$ cat src/rtl/rst_clear_seq.sv
// Reset sequencer: merges hard/soft reset requests, stretches them and sweeps a RAM range with
// fill data before releasing hard reset. Define CLR_PATTERN_EN for address-xor-fill clear data.
module rst_clear_seq #(
    parameter int unsigned       ADDR_W     = 21,
    parameter int unsigned       DATA_W     = 8,
    parameter int unsigned       NUM_SRC    = 4,
    parameter int unsigned       STRETCH    = 16,
    parameter logic [DATA_W-1:0] FILL_VALUE = '0
) (
    input  logic               clk_sys,
    input  logic               reset,
    input  logic [NUM_SRC-1:0] req_hard,
    input  logic               req_soft,
    input  logic [ADDR_W-1:0]  clr_end,
    input  logic               mem_ready,
    output logic [ADDR_W-1:0]  clr_addr,
    output logic [DATA_W-1:0]  clr_data,
    output logic               clr_we,
    output logic               hard_reset_o,
    output logic               soft_reset_o,
    output logic               busy,
    output logic               done
);

    localparam int unsigned      CNT_W    = (STRETCH > 1) ? $clog2(STRETCH) : 1;
    localparam logic [CNT_W-1:0] CNT_LAST = CNT_W'(STRETCH - 1);

    typedef enum logic [2:0] {StIdle, StHold, StClear, StRelease, StSoft} state_e;

    state_e             state_q;
    logic [CNT_W-1:0]   hold_cnt_q;
    logic [ADDR_W-1:0]  end_q;
    logic               soft_q;
    logic               hard_any;
    logic               soft_rise;
    logic               accept;

    assign hard_any  = |req_hard;
    assign soft_rise = req_soft & ~soft_q;
    assign accept    = clr_we & mem_ready;
    assign busy      = (state_q != StIdle);

    always_ff @(posedge clk_sys) begin
        if (reset) begin
            state_q      <= StHold;
            hold_cnt_q   <= '0;
            end_q        <= '0;
            soft_q       <= 1'b1;
            hard_reset_o <= 1'b1;
            soft_reset_o <= 1'b0;
            clr_we       <= 1'b0;
            clr_addr     <= '0;
            done         <= 1'b0;
        end else begin
            // Edge register tracks req_soft in every state so a request seen while busy is dropped
            soft_q <= req_soft;
            done   <= 1'b0;
            unique case (state_q)
                StIdle: begin
                    if (hard_any) begin
                        state_q      <= StHold;
                        hold_cnt_q   <= '0;
                        hard_reset_o <= 1'b1;
                    end else if (soft_rise) begin
                        state_q      <= StSoft;
                        hold_cnt_q   <= '0;
                        soft_reset_o <= 1'b1;
                    end
                end
                StHold: begin
                    if (hard_any) begin
                        hold_cnt_q <= '0;
                    end else if (hold_cnt_q == CNT_LAST) begin
                        state_q  <= StClear;
                        end_q    <= clr_end;
                        clr_addr <= '0;
                        clr_we   <= 1'b1;
                    end else begin
                        hold_cnt_q <= hold_cnt_q + 1'b1;
                    end
                end
                StClear: begin
                    if (hard_any) begin
                        state_q    <= StHold;
                        hold_cnt_q <= '0;
                        clr_addr   <= '0;
                        clr_we     <= 1'b0;
                    end else if (accept) begin
                        if (clr_addr == end_q) begin
                            state_q      <= StRelease;
                            clr_we       <= 1'b0;
                            clr_addr     <= '0;
                            hard_reset_o <= 1'b0;
                            done         <= 1'b1;
                        end else begin
                            clr_addr <= clr_addr + 1'b1;
                        end
                    end
                end
                StRelease: begin
                    state_q <= StIdle;
                end
                StSoft: begin
                    if (hard_any) begin
                        state_q      <= StHold;
                        hold_cnt_q   <= '0;
                        soft_reset_o <= 1'b0;
                        hard_reset_o <= 1'b1;
                    end else if (hold_cnt_q == CNT_LAST) begin
                        state_q      <= StIdle;
                        soft_reset_o <= 1'b0;
                    end else begin
                        hold_cnt_q <= hold_cnt_q + 1'b1;
                    end
                end
                default: begin
                    state_q <= StHold;
                end
            endcase
        end
    end

`ifdef CLR_PATTERN_EN
    logic [DATA_W-1:0] addr_ext;

    if (ADDR_W >= DATA_W) begin : g_addr_trunc
        assign addr_ext = clr_addr[DATA_W-1:0];
    end else begin : g_addr_zext
        assign addr_ext = {{(DATA_W - ADDR_W){1'b0}}, clr_addr};
    end

    assign clr_data = addr_ext ^ FILL_VALUE;
`else
    assign clr_data = FILL_VALUE;
`endif

endmodule

$ cat config.mk
export PLATFORM = sky130hd
export DESIGN_NAME = rst_clear_seq
export DESIGN_NICKNAME = d
export VERILOG_FILES = /design/src/rtl/rst_clear_seq.sv
export SDC_FILE = /design/constraint.sdc
export NUM_CORES = 1
export LEC_CHECK = 0
export CAP_MARGIN = 30
export CORE_MARGIN = 2
export CORE_UTILIZATION = 49
export DETAILED_ROUTE_END_ITERATION = 12
export GPL_TIMING_DRIVEN = 0
export MAX_ROUTING_LAYER = met4
export PLACE_DENSITY = 0.86
export SLEW_MARGIN = 20
export SYNTH_ARGS = -nofsm -noshare
export SYNTH_HDL_FRONTEND = slang
export SYNTH_SLANG_ARGS = --single-unit
$ cat constraint.sdc
create_clock -name clk_sys -period 2.25 [get_ports clk_sys]
set_input_delay 0.225 -clock clk_sys [delete_from_list [all_inputs] [get_ports clk_sys]]
set_output_delay 0.225 -clock clk_sys [all_outputs]
set_load 0.02 [all_outputs]
==> run_results.csv <==
group,metric,value,unit
run_status,run_status,"finished clean",
routing,totalWireLength,6560,um
critical_path,path_class,"input port to flip-flop",
floorplan,die_w,77.0,um
routing,route.detailed.drc,0,
layout,final_layout_size_suffix_gt1_share,11.7,%
floorplan,coreArea,5110,um^2
routing,top_layer,"met4",
critical_path,reg2reg_from,"hold_cnt_q[0]$_SDFFE_PP0P_",
clock_tree,clk_root_buffer_cell,"clkbuf_8",
sta,finalMaxSlewViolations,0,
floorplan,io_pins,63,
synthesis,synthCells,315,
synthesis,synth.area.top_cells,"dfxtp_1, xor2_1, nand2_1, a21oi_1, nor2_1",
synthesis,synth_top_area_share,41.5,%
synthesis,synth_area,2610,um^2
synthesis,synth.distinct_cells,41,
routing,dr_wl_met3,432,um
synthesis,synth-main-ff-cell,"dfxtp_1",
critical_path,crit_family,"simple AND/OR/NAND/NOR gates",
clock_tree,clk_pin_slew,0.09,ns
clock_tree,numCtsBuffers,5,
run,maxCapViolations,0,
sta,hold_viol,0,
power,max-vdd-ir-drop,0.000271,V
routing,wl_met1,2840,um
power,p_leak,1.39,nW
sta,fin_hold_ws,0.363,ns
routing,drt_pass1_iterations,4,
routing,vias,2464,
sta,finalCritPeriodShare,96.4,%
grt,antenna_found_initial,0,
sta,finalClockSkew,0.00924,ns
layout,nNetsFinal,417,
placement,gp_congestion,0.874,
critical_path,end_kind,"flip-flop",
synthesis,yosysMostFrequentCell,"dfxtp_1",
synthesis,ys_warn_count,0,
layout,post-route-util,67.3,%
clock_tree,htreeDepth,2,
power,total_power,1.58,mW
layout,syn_to_final_growth,31.8,%
sta,setup_viol,0,
sta,slew_headroom,66.0,%
grt,grt_usage,23.1,%
sta,setup_tns,0,ns
critical_path,arrival,2.41,ns
grt,grt_pass1_wl,10700,um
critical_path,cp_slowest_stage_delay,0.49,ns
critical_path,critPathLaunch,"req_hard[2]",
worst_hold_path,hold_class,"input port to flip-flop",
sta,fmax,461,MHz
critical_path,path_max_fanout,10,
clock_tree,clock_latency,0.31,ns
critical_path,critPathLaunchType,"input port",
synthesis,synthArstFlopShare,0,%
routing,via_per_inst,5.40,
floorplan,rows,26,
clock_tree,cts.sinks,54,
sta,tightest_slew,0.510,ns
clock_tree,clockBufferDepth,2,
layout,n_antenna_cell,0,
floorplan,die_area,5920,um^2
clock_tree,cts_hold_buf,0,
critical_path,cp_cell_sequence,"clkdlybuf4s50_1 -> or4_4 -> buf_8 -> or3_1 -> o21bai_2 -> a21o_1 -> buf_6 -> nor2_2",
routing,drtIter0Drc,213,
grt,grt_pass1_vias,2290,
synthesis,netlist.top_cell.by_area,"dfxtp_1",
sta,min_period,2.17,ns
critical_path,required,2.49,ns
sta,rsz0062_at_grt,"false",
critical_path,cpMaxStageDelayCell,"or4_4",
placement,place_hpwl,4830,um
critical_path,critPathBufInv,3,
routing,ant_nets,0,
floorplan,die_h,77.0,um
synthesis,yosys_register_bits,54,
routing,wl_per_cell,14.4,um
placement,portBuffers,54,
grt,grt-ovfl-total,0,
power,cellPowerDensity,460,nW/um^2
synthesis,synth_common_cells,"dfxtp_1, nand2_1, nor2_1, xor2_1, a21oi_1",
worst_hold_path,min_from,"req_hard[0]",
synthesis,seq_area_frac_synth,41.5,%
synthesis,avgSynthCellArea,8.28,um^2
synthesis,synth-edff-count,0,
grt,grt_max_degree,16,
routing,wl_met2,3090,um
floorplan,start_util,51.1,%
clock_tree,cts_tree,"done",
-- stage by stage --
| stage | setup WS, ns | area (um^2) | std cells |
|---|---|---|---|
| final | 0.0818 | 3440 | 456 |
| after global routing | 0.0164 | 3440 | 456 |
| after CTS | 0.0107 | 3380 | 456 |
| after detailed placement | -0.574 | 3260 | 446 |
| after global placement | -0.557 | 3260 | 446 |
| after floorplan | 0.159 | 2630 | 322 |
-- flip-flops by register name (all words and copies together), names as in the netlist --
register and cells:
end_q 21, soft_q 1, clr_we 1, soft_reset_o 1, state_q 3, done 1, clr_addr 21, hard_reset_o 1
hold_cnt_q 4
-- routing by layer --
metal,up-vias,global-route usage [%]
li1,1197,-
met1,1134,29.6
met2,114,36.6
met3,19,4.24
met4,0,8.73
met5,-,-
-- final cells by class --
cell class	instances	area (um^2)
buffer	21	144
inverter	4	15.0
fill	411	1670
sequential	54	1080
timing repair buffer	60	591
multi-input combinational	240	1440
clock buffer	5	68.8
tap	70	87.6
clock inverter	2	10.0
-- worst reg2reg max path, cell delays in order, from the launching register on --
cell      delay [ns]
dfxtp_1         0.38
ha_1            0.23
nand3_2         0.17
nor4_4          0.24
buf_4           0.19
buf_4           0.12
o211ai_2        0.11
nor4_2          0.34
xnor2_1         0.16
nor2_1          0.05
-- layout by cell type, fill, tap and decap left out, types with 4 or more instances in the layout --
cell	n
conb_1	8
xnor2_1	11
clkbuf_8	5
clkbuf_2	6
nand4_1	8
xor2_1	31
dfxtp_1	54
nor4_1	6
o21ai_0	5
nor2_1	31
nand3_1	8
nor3_1	8
and3_1	5
buf_4	14
a21oi_1	26
clkdlybuf4s50_1	52
inv_1	4
nand2_1	49
-- report_power, final --
| group | internal (mW) | leakage (nW) | total, mW | switching, mW |
|---|---|---|---|---|
| sequential | 0.956 | 0.435 | 0.957 | 0.000878 |
| clock | 0.210 | 0.0438 | 0.515 | 0.306 |
| combinational | 0.0627 | 0.913 | 0.107 | 0.0442 |
-- repair_timing --
action	in CTS	in global routing
setup buffers	4	2
setup endpoints to repair	43	45
resized for setup	4	22
pin swaps	1	8
-- final timing paths --
kind | cells after the start | to | slack, ns
worst max-delay path | 8 | clr_addr[9]$_SDFFE_PP0P_ | 0.08
worst min-delay path | 4 | state_q[2]$_SDFFE_PP0P_ | 0.36
worst max register to register | 9 | clr_addr[20]$_SDFFE_PP0P_ | 0.17
worst min register to register | 2 | end_q[0]$_SDFFE_PP0P_ | 0.47
-- logic make-up after synthesis --
family / Yosys count / share of synthesized area (%)
other: 1 / 0.144
xor gates and xnor gates: 42 / 14.1
DFF: 54 / 41.5
buffers and inverters: 28 / 5.57
adders and majority gates: 2 / 0.960
AOI/OAI and AO/OA: 50 / 11.8
muxes: 2 / 0.768
and+or+nand+nor: 136 / 25.2
(Power assumes the default switching activity.)
